<file path="src/rtl/pc_sequencer.sv">
// Program counter sequencer: IDLE/RUN/STALL/HALT FSM with jump/branch redirect.
// Optional retired-instruction counter enabled by defining RETIRE_COUNT_EN.
module pc_sequencer #(
  parameter int PC_WIDTH = 5,
  parameter logic [PC_WIDTH-1:0] RESET_PC = '0
) (
  input  logic                clock,
  input  logic                reset,
  input  logic                start,
  input  logic                stall,
  input  logic                jump,
  input  logic [PC_WIDTH-1:0] jump_target,
  input  logic                branch,
  input  logic [PC_WIDTH-1:0] branch_off,
  input  logic                halt,
  output logic [PC_WIDTH-1:0] pc,
  output logic                pc_valid,
  output logic [1:0]          state
`ifdef RETIRE_COUNT_EN
  , output logic [7:0]        retired
`endif
);

  typedef enum logic [1:0] {
    IDLE  = 2'd0,
    RUN   = 2'd1,
    STALL = 2'd2,
    HALT  = 2'd3
  } state_t;

  state_t              state_q, state_n;
  logic [PC_WIDTH-1:0] pc_n;
  logic                pc_upd;

  always_ff @(posedge clock) begin
    if (reset) begin
      state_q  <= IDLE;
      pc       <= RESET_PC;
      pc_valid <= 1'b0;
    end else begin
      state_q  <= state_n;
      pc       <= pc_n;
      pc_valid <= (state_n == RUN);
    end
  end

  assign state = state_q;

  // Fixed priority in RUN: halt > stall > jump > branch > sequential.
  always_comb begin
    state_n = state_q;
    pc_n    = pc;
    pc_upd  = 1'b0;
    case (state_q)
      IDLE: begin
        pc_n = RESET_PC;
        if (start) state_n = RUN;
      end
      RUN: begin
        if (halt)        state_n = HALT;
        else if (stall)  state_n = STALL;
        else begin
          pc_upd = 1'b1;
          if (jump)        pc_n = jump_target;
          else if (branch) pc_n = pc + PC_WIDTH'(1) + branch_off;
          else             pc_n = pc + PC_WIDTH'(1);
        end
      end
      STALL: begin
        if (halt)        state_n = HALT;
        else if (!stall) state_n = RUN;
      end
      HALT: state_n = HALT;
      default: state_n = IDLE;
    endcase
  end

`ifdef RETIRE_COUNT_EN
  always_ff @(posedge clock) begin
    if (reset)                         retired <= 8'd0;
    else if (pc_upd && retired != 8'hff) retired <= retired + 8'd1;
  end
`endif

endmodule

</file>
<file path="config.mk">
export PLATFORM = sky130hd
export DESIGN_NAME = pc_sequencer
export DESIGN_NICKNAME = d
export VERILOG_FILES = /design/src/rtl/pc_sequencer.sv
export SDC_FILE = /design/constraint.sdc
export NUM_CORES = 1
export LEC_CHECK = 0
export CAP_MARGIN = 20
export CORE_MARGIN = 3
export CORE_UTILIZATION = 40
export DETAILED_ROUTE_END_ITERATION = 8
export GPL_ROUTABILITY_DRIVEN = 1
export PLACE_DENSITY = 0.82
export SYNTH_ARGS = -nofsm -noshare
export SYNTH_HDL_FRONTEND = slang
export SYNTH_SLANG_ARGS = --single-unit
export TNS_END_PERCENT = 50
</file>
<file path="constraint.sdc">
create_clock -name clock -period 2.88 [get_ports clock]
set_input_delay 0.576 -clock clock [delete_from_list [all_inputs] [get_ports clock]]
set_output_delay 0.576 -clock clock [all_outputs]
set_load 0.005 [all_outputs]
</file>
* Yosys cells after proc, flatten, opt, wreduce, memory -nomap -nowiden
Index checks and enable logic that the tools add are counted.
** Storage, ports and cells
- Output and inout bits :: 8
- Input port bits :: 17
- Flip-flop bits (word level) :: 8
** Operators by class
- Eq/ne operators :: 6
- Reduce and logical (&&, ||, !) cells :: 3
- Add/subtract/negate cells :: 2
- Muxes and demuxes :: 11
** Operator list (count)
- two-way mux 5 bit :: 4
- two-way mux 2 bit :: 5
- one-hot mux 5 bit (2 select lines) :: 1
- one-hot mux 2 bit (4 select lines) :: 1
- adder 5 x 1 -> 5 bit (second input constant) :: 1
- adder 5 bit :: 1
- equality test 2 x 1 -> 1 bit (second input constant) :: 2
- equality test 2 bit (second input constant) :: 2
- != test 2 bit (second input constant) :: 2
- AND reduction 3 bit :: 1
- zero test 2 bit :: 1
- nonzero test 2 bit :: 1

* Depth between registers and ports, before layout
- Depth in word-level cells :: 7
- Gate-level depth with buffers :: 9

* Least setup slack after synthesis
OpenSTA, ideal clock, no wires.
- Path kind :: input to register
- Start point :: input port branch_off[0]
- End point :: register pc[4]
- Required time :: 2758 ps
- Setup time :: 122 ps
- Stages on the path :: 8
- Buffers on the path :: 0
- Slack :: 906 ps
- Arrival :: 1851 ps
- Path through :: ha_1 > inv_1 > fa_1 > nand2b_1 > a21oi_1 > mux2i_1 > xnor2_1 > o21ai_1
** Between the ends
- Longest elaborated chain between the ends :: 6
** Ends and longest elaborated chain
- from (decl) :: line 14 : input logic [PC_WIDTH-1:0] branch_off,
- adder 5 bit :: line 65 : else if (branch) pc_n = pc + PC_WIDTH'(1) + branch_off;
- two-way mux 5 bit :: line 65
- two-way mux 5 bit :: line 64 : if (jump) pc_n = jump_target;
- two-way mux 5 bit :: line 61 : else if (stall) state_n = STALL;
- two-way mux 5 bit :: line 60 : if (halt) state_n = HALT;
- one-hot mux 5 bit (2 select lines) :: line 54 : case (state_q)
- to (signal assigned) :: line 42 : pc <= pc_n;
- to (decl) :: line 16 : output logic [PC_WIDTH-1:0] pc,
No other way between the ends. The select of a mux whose other input is x is not followed.
A chain may end at the register's enable or synchronous reset.

* Final worst setup path
Ends and elaborated chain as after synthesis.

==> out/qor.yml <==
crit_chain: "clkdlybuf4s50_1 > ha_1 > inv_1 > fa_1 > nand2b_1 > a21oi_1 > mux2i_1 > xnor2_1 > o21ai_1"
syn_nets: 100
first_global_vias: 599
coreArea_um2: 1383
finalClockSkew_ns: 0.006509
cts_root_buffer: "clkbuf_4"
dieArea_um2: 2085
die_h_um: 45.67
num_vias: 629
antennaDiodeCount: 0
cp_slowest_stage_delay_ns: 0.46
dpl.hpwl_um: 1219
crit_slowest_cell: "clkdlybuf4s50_1"
relSlewSlack_pct: 73.66
vias_per_cell: 5.331
path_clk_slew_ns: 0.06
grt_max_degree: 10
tightest_slew_ns: 0.3934
synth_cell_types: 30
maxCapViolCount: 0
hold_viol: 0
post_drt_wl_per_cell_um: 12.97
drv_slew: 0
ir_worst_vdd_v: 0.0002784
io_buffers: 24
r2r_end: "pc[4]$_SDFFE_PP0P_"
critPathLaunchType: "input port"
hold_buffers: 0
setup_viol: 0
yosysSeqAreaShare_pct: 25.45
finalSetupTns_ns: 0
cts_buffers: 3
rr_worst_depth: 8
drcViolationCount: 0
clockBufferDepth: 2
syn_area_per_cell_um2: 8.173
grt_pass1_wl_um: 2470
period_needed_ns: 2.263
power_mw: 0.3069
crit_path_end_kind: "flop"
hold_end: "pc[2]$_SDFFE_PP0P_"
regToRegSetupSlack_ns: 0.80
holdPathStages: 2
ant_nets: 0
fin_crit_sh_pct: 78.59
cts_setup_buffers: 0
grt_overflow: 0
final_nets: 128
hp-class: "reg2reg"
r2r-start: "pc[0]$_SDFFE_PP0P_"
gp_congestion: 0.7258
rsz0062_at_grt: "no"
die_w_um: 45.67
power.density_nw_per_um2: 338.8
cp.required_ns: 3.03
io_pins: 25
fmax_mhz: 441.8
ys_ff_latch: 8
worstSkewPairLatency_ns: 0.26
worstSetupPathType: "in2reg"
antenna_found_initial: 0
arrival_ns: 2.42
synth-warning-count: 0
drt_iter0_markers: 22
syn2layout_area_growth_pct: 43.94
dr.pass1.iters: 5
crit_fanout: 2
cts_resized: 0
initial_core_util_pct: 45.52
hp-start: "pc[2]$_SDFFE_PP0P_"
synth.cell_area_um2: 629.4
leakagePower_nw: 0.3789
wirelength_um: 1531
grt_usage_pct: 17.06
htreeDepth: 1
rows: 13
syn-instance-count: 77
cts_tree: "done"
drive_above_1_share_pct: 7.767
clock_sinks: 8
status: "finished clean"
## stage by stage
step	hold WS [ns]	std cells	setup slack, ns	util (%)	cell area (um^2)
finish	0.5398	118	0.6166	65.52	905.9
detailed placement	0.5368	115	0.3432	63.89	883.3
CTS	0.5445	118	0.6146	65.52	905.9
floorplan	0.4945	77	0.9063	-	629.4
global placement	0.5118	115	0.3657	63.89	883.3
global route	0.5746	118	0.5106	65.52	905.9
## metal layers
metal	vias to the layer above	track usage, %	wire (um)
li1	324	-	-
met1	284	20.29	674
met2	17	25.91	746
met3	4	6.324	83
met4	0	9.942	27
met5	-	0	0
## synth_stat cells
| library cell | instances | share of area (%) |
|---|---|---|
| and3_1 | 1 | 0.99 |
| o21ai_1 | 3 | 2.4 |
| a22o_1 | 1 | 1.4 |
| o31a_2 | 1 | 1.6 |
| inv_1 | 7 | 4.2 |
| buf_2 | 1 | 0.79 |
| a21o_1 | 1 | 1.2 |
| mux2i_1 | 2 | 3.2 |
| and2_4 | 1 | 1.4 |
| dfxtp_1 | 8 | 25 |
| a21oi_1 | 3 | 2.4 |
| nor4_1 | 1 | 0.99 |
| nand2_1 | 7 | 4.2 |
| ha_1 | 5 | 9.9 |
| o21ai_0 | 2 | 1.6 |
| a21oi_2 | 1 | 1.4 |
| o211a_1 | 1 | 1.6 |
| nand2b_2 | 1 | 1.4 |
| and2_1 | 1 | 0.99 |
| nand3_1 | 3 | 2.4 |
| a22oi_1 | 3 | 3.6 |
| o211ai_1 | 1 | 1.2 |
| nand2b_1 | 2 | 2.0 |
| a31oi_1 | 2 | 2.0 |
| nor3_1 | 3 | 2.4 |
| xnor2_1 | 4 | 5.6 |
| nor2_1 | 7 | 4.2 |
| fa_1 | 1 | 3.2 |
| xor2_1 | 2 | 2.8 |
| nor4b_4 | 1 | 3.8 |
## how the worst max path moves through the flow
stage	slack, ns	end	depth (start not counted)	startpoint
6_report	0.62	pc[4]$_SDFFE_PP0P_	9	branch_off[0]
5_1_grt	0.51	pc[4]$_SDFFE_PP0P_	9	branch_off[0]
4_1_cts	0.61	pc[4]$_SDFFE_PP0P_	9	branch_off[0]
3_5_place_dp	0.34	pc[4]$_SDFFE_PP0P_	9	branch_off[0]
3_3_place_gp	0.37	pc[4]$_SDFFE_PP0P_	9	branch_off[0]
2_1_floorplan	0.91	pc[4]$_SDFFE_PP0P_	8	branch_off[0]
## layout make-up
| cell class | instances | area [um^2] |
|---|---|---|
| clock buffer | 3 | 22.52 |
| sequential | 8 | 160.2 |
| timing repair buffer | 24 | 240.2 |
| inverter | 7 | 26.28 |
| tap | 15 | 18.77 |
| multi-input combinational | 61 | 437.9 |
| fill | 121 | 476.7 |
## critical path, delay by kind of cell
| kind | cells | cell delay, ns |
|---|---|---|
| and+or+nand+nor | 1 | 0.16 |
| xor gates and xnor gates | 1 | 0.13 |
| buffers and inverters | 2 | 0.51 |
| muxes | 1 | 0.24 |
| adders and majority gates | 2 | 0.56 |
| AOI/OAI and AO/OA | 2 | 0.24 |
## sequential cells by signal, indices dropped and copies added, names as in the netlist
signal / count
pc_valid: 1
state: 2
pc: 5
## where the power goes
group / leakage [nW] / switching, mW / internal (mW)
registers: 0.0653 / 0.00685 / 0.117
logic: 0.300 / 0.0380 / 0.0543
clock network: 0.0138 / 0.0432 / 0.0480
total: 0.379 / 0.0880 / 0.219
## cells by family (layout without fill, tap and decap cells)
logic type | count (synthesis) | in the layout | synth area share (%)
buffers and inverters | 8 | 34 | 4.970
XOR/XNOR | 6 | 6 | 8.350
multiplexers | 2 | 2 | 3.181
AND/OR/NAND/NOR | 28 | 28 | 24.65
adder cells (fa/ha/maj) | 6 | 6 | 13.12
AO/OA/AOI/OAI | 19 | 19 | 20.28
flip-flops | 8 | 8 | 25.45
## placed cells by master, fill, tap and decap left out
master,synthesis,layout
dfxtp_1,8,8
o31a_2,1,1
a21oi_1,3,3
mux2i_1,2,2
nand3_1,3,3
ha_1,5,5
nor2_1,7,7
and2_4,1,1
clkdlybuf4s50_1,0,24
xor2_1,2,2
a21o_1,1,1
xnor2_1,4,4
nor4_1,1,1
o21ai_1,3,3
fa_1,1,1
o21ai_0,2,2
nor4b_4,1,1
nand2_1,7,7
a22oi_1,3,3
nand2b_2,1,1
o211a_1,1,1
a22o_1,1,1
inv_1,7,7
and2_1,1,1
a31oi_1,2,2
and3_1,1,1
o211ai_1,1,1
clkbuf_4,0,3
nand2b_1,2,2
a21oi_2,1,1
nor3_1,3,3
(Power assumes the default switching activity.)
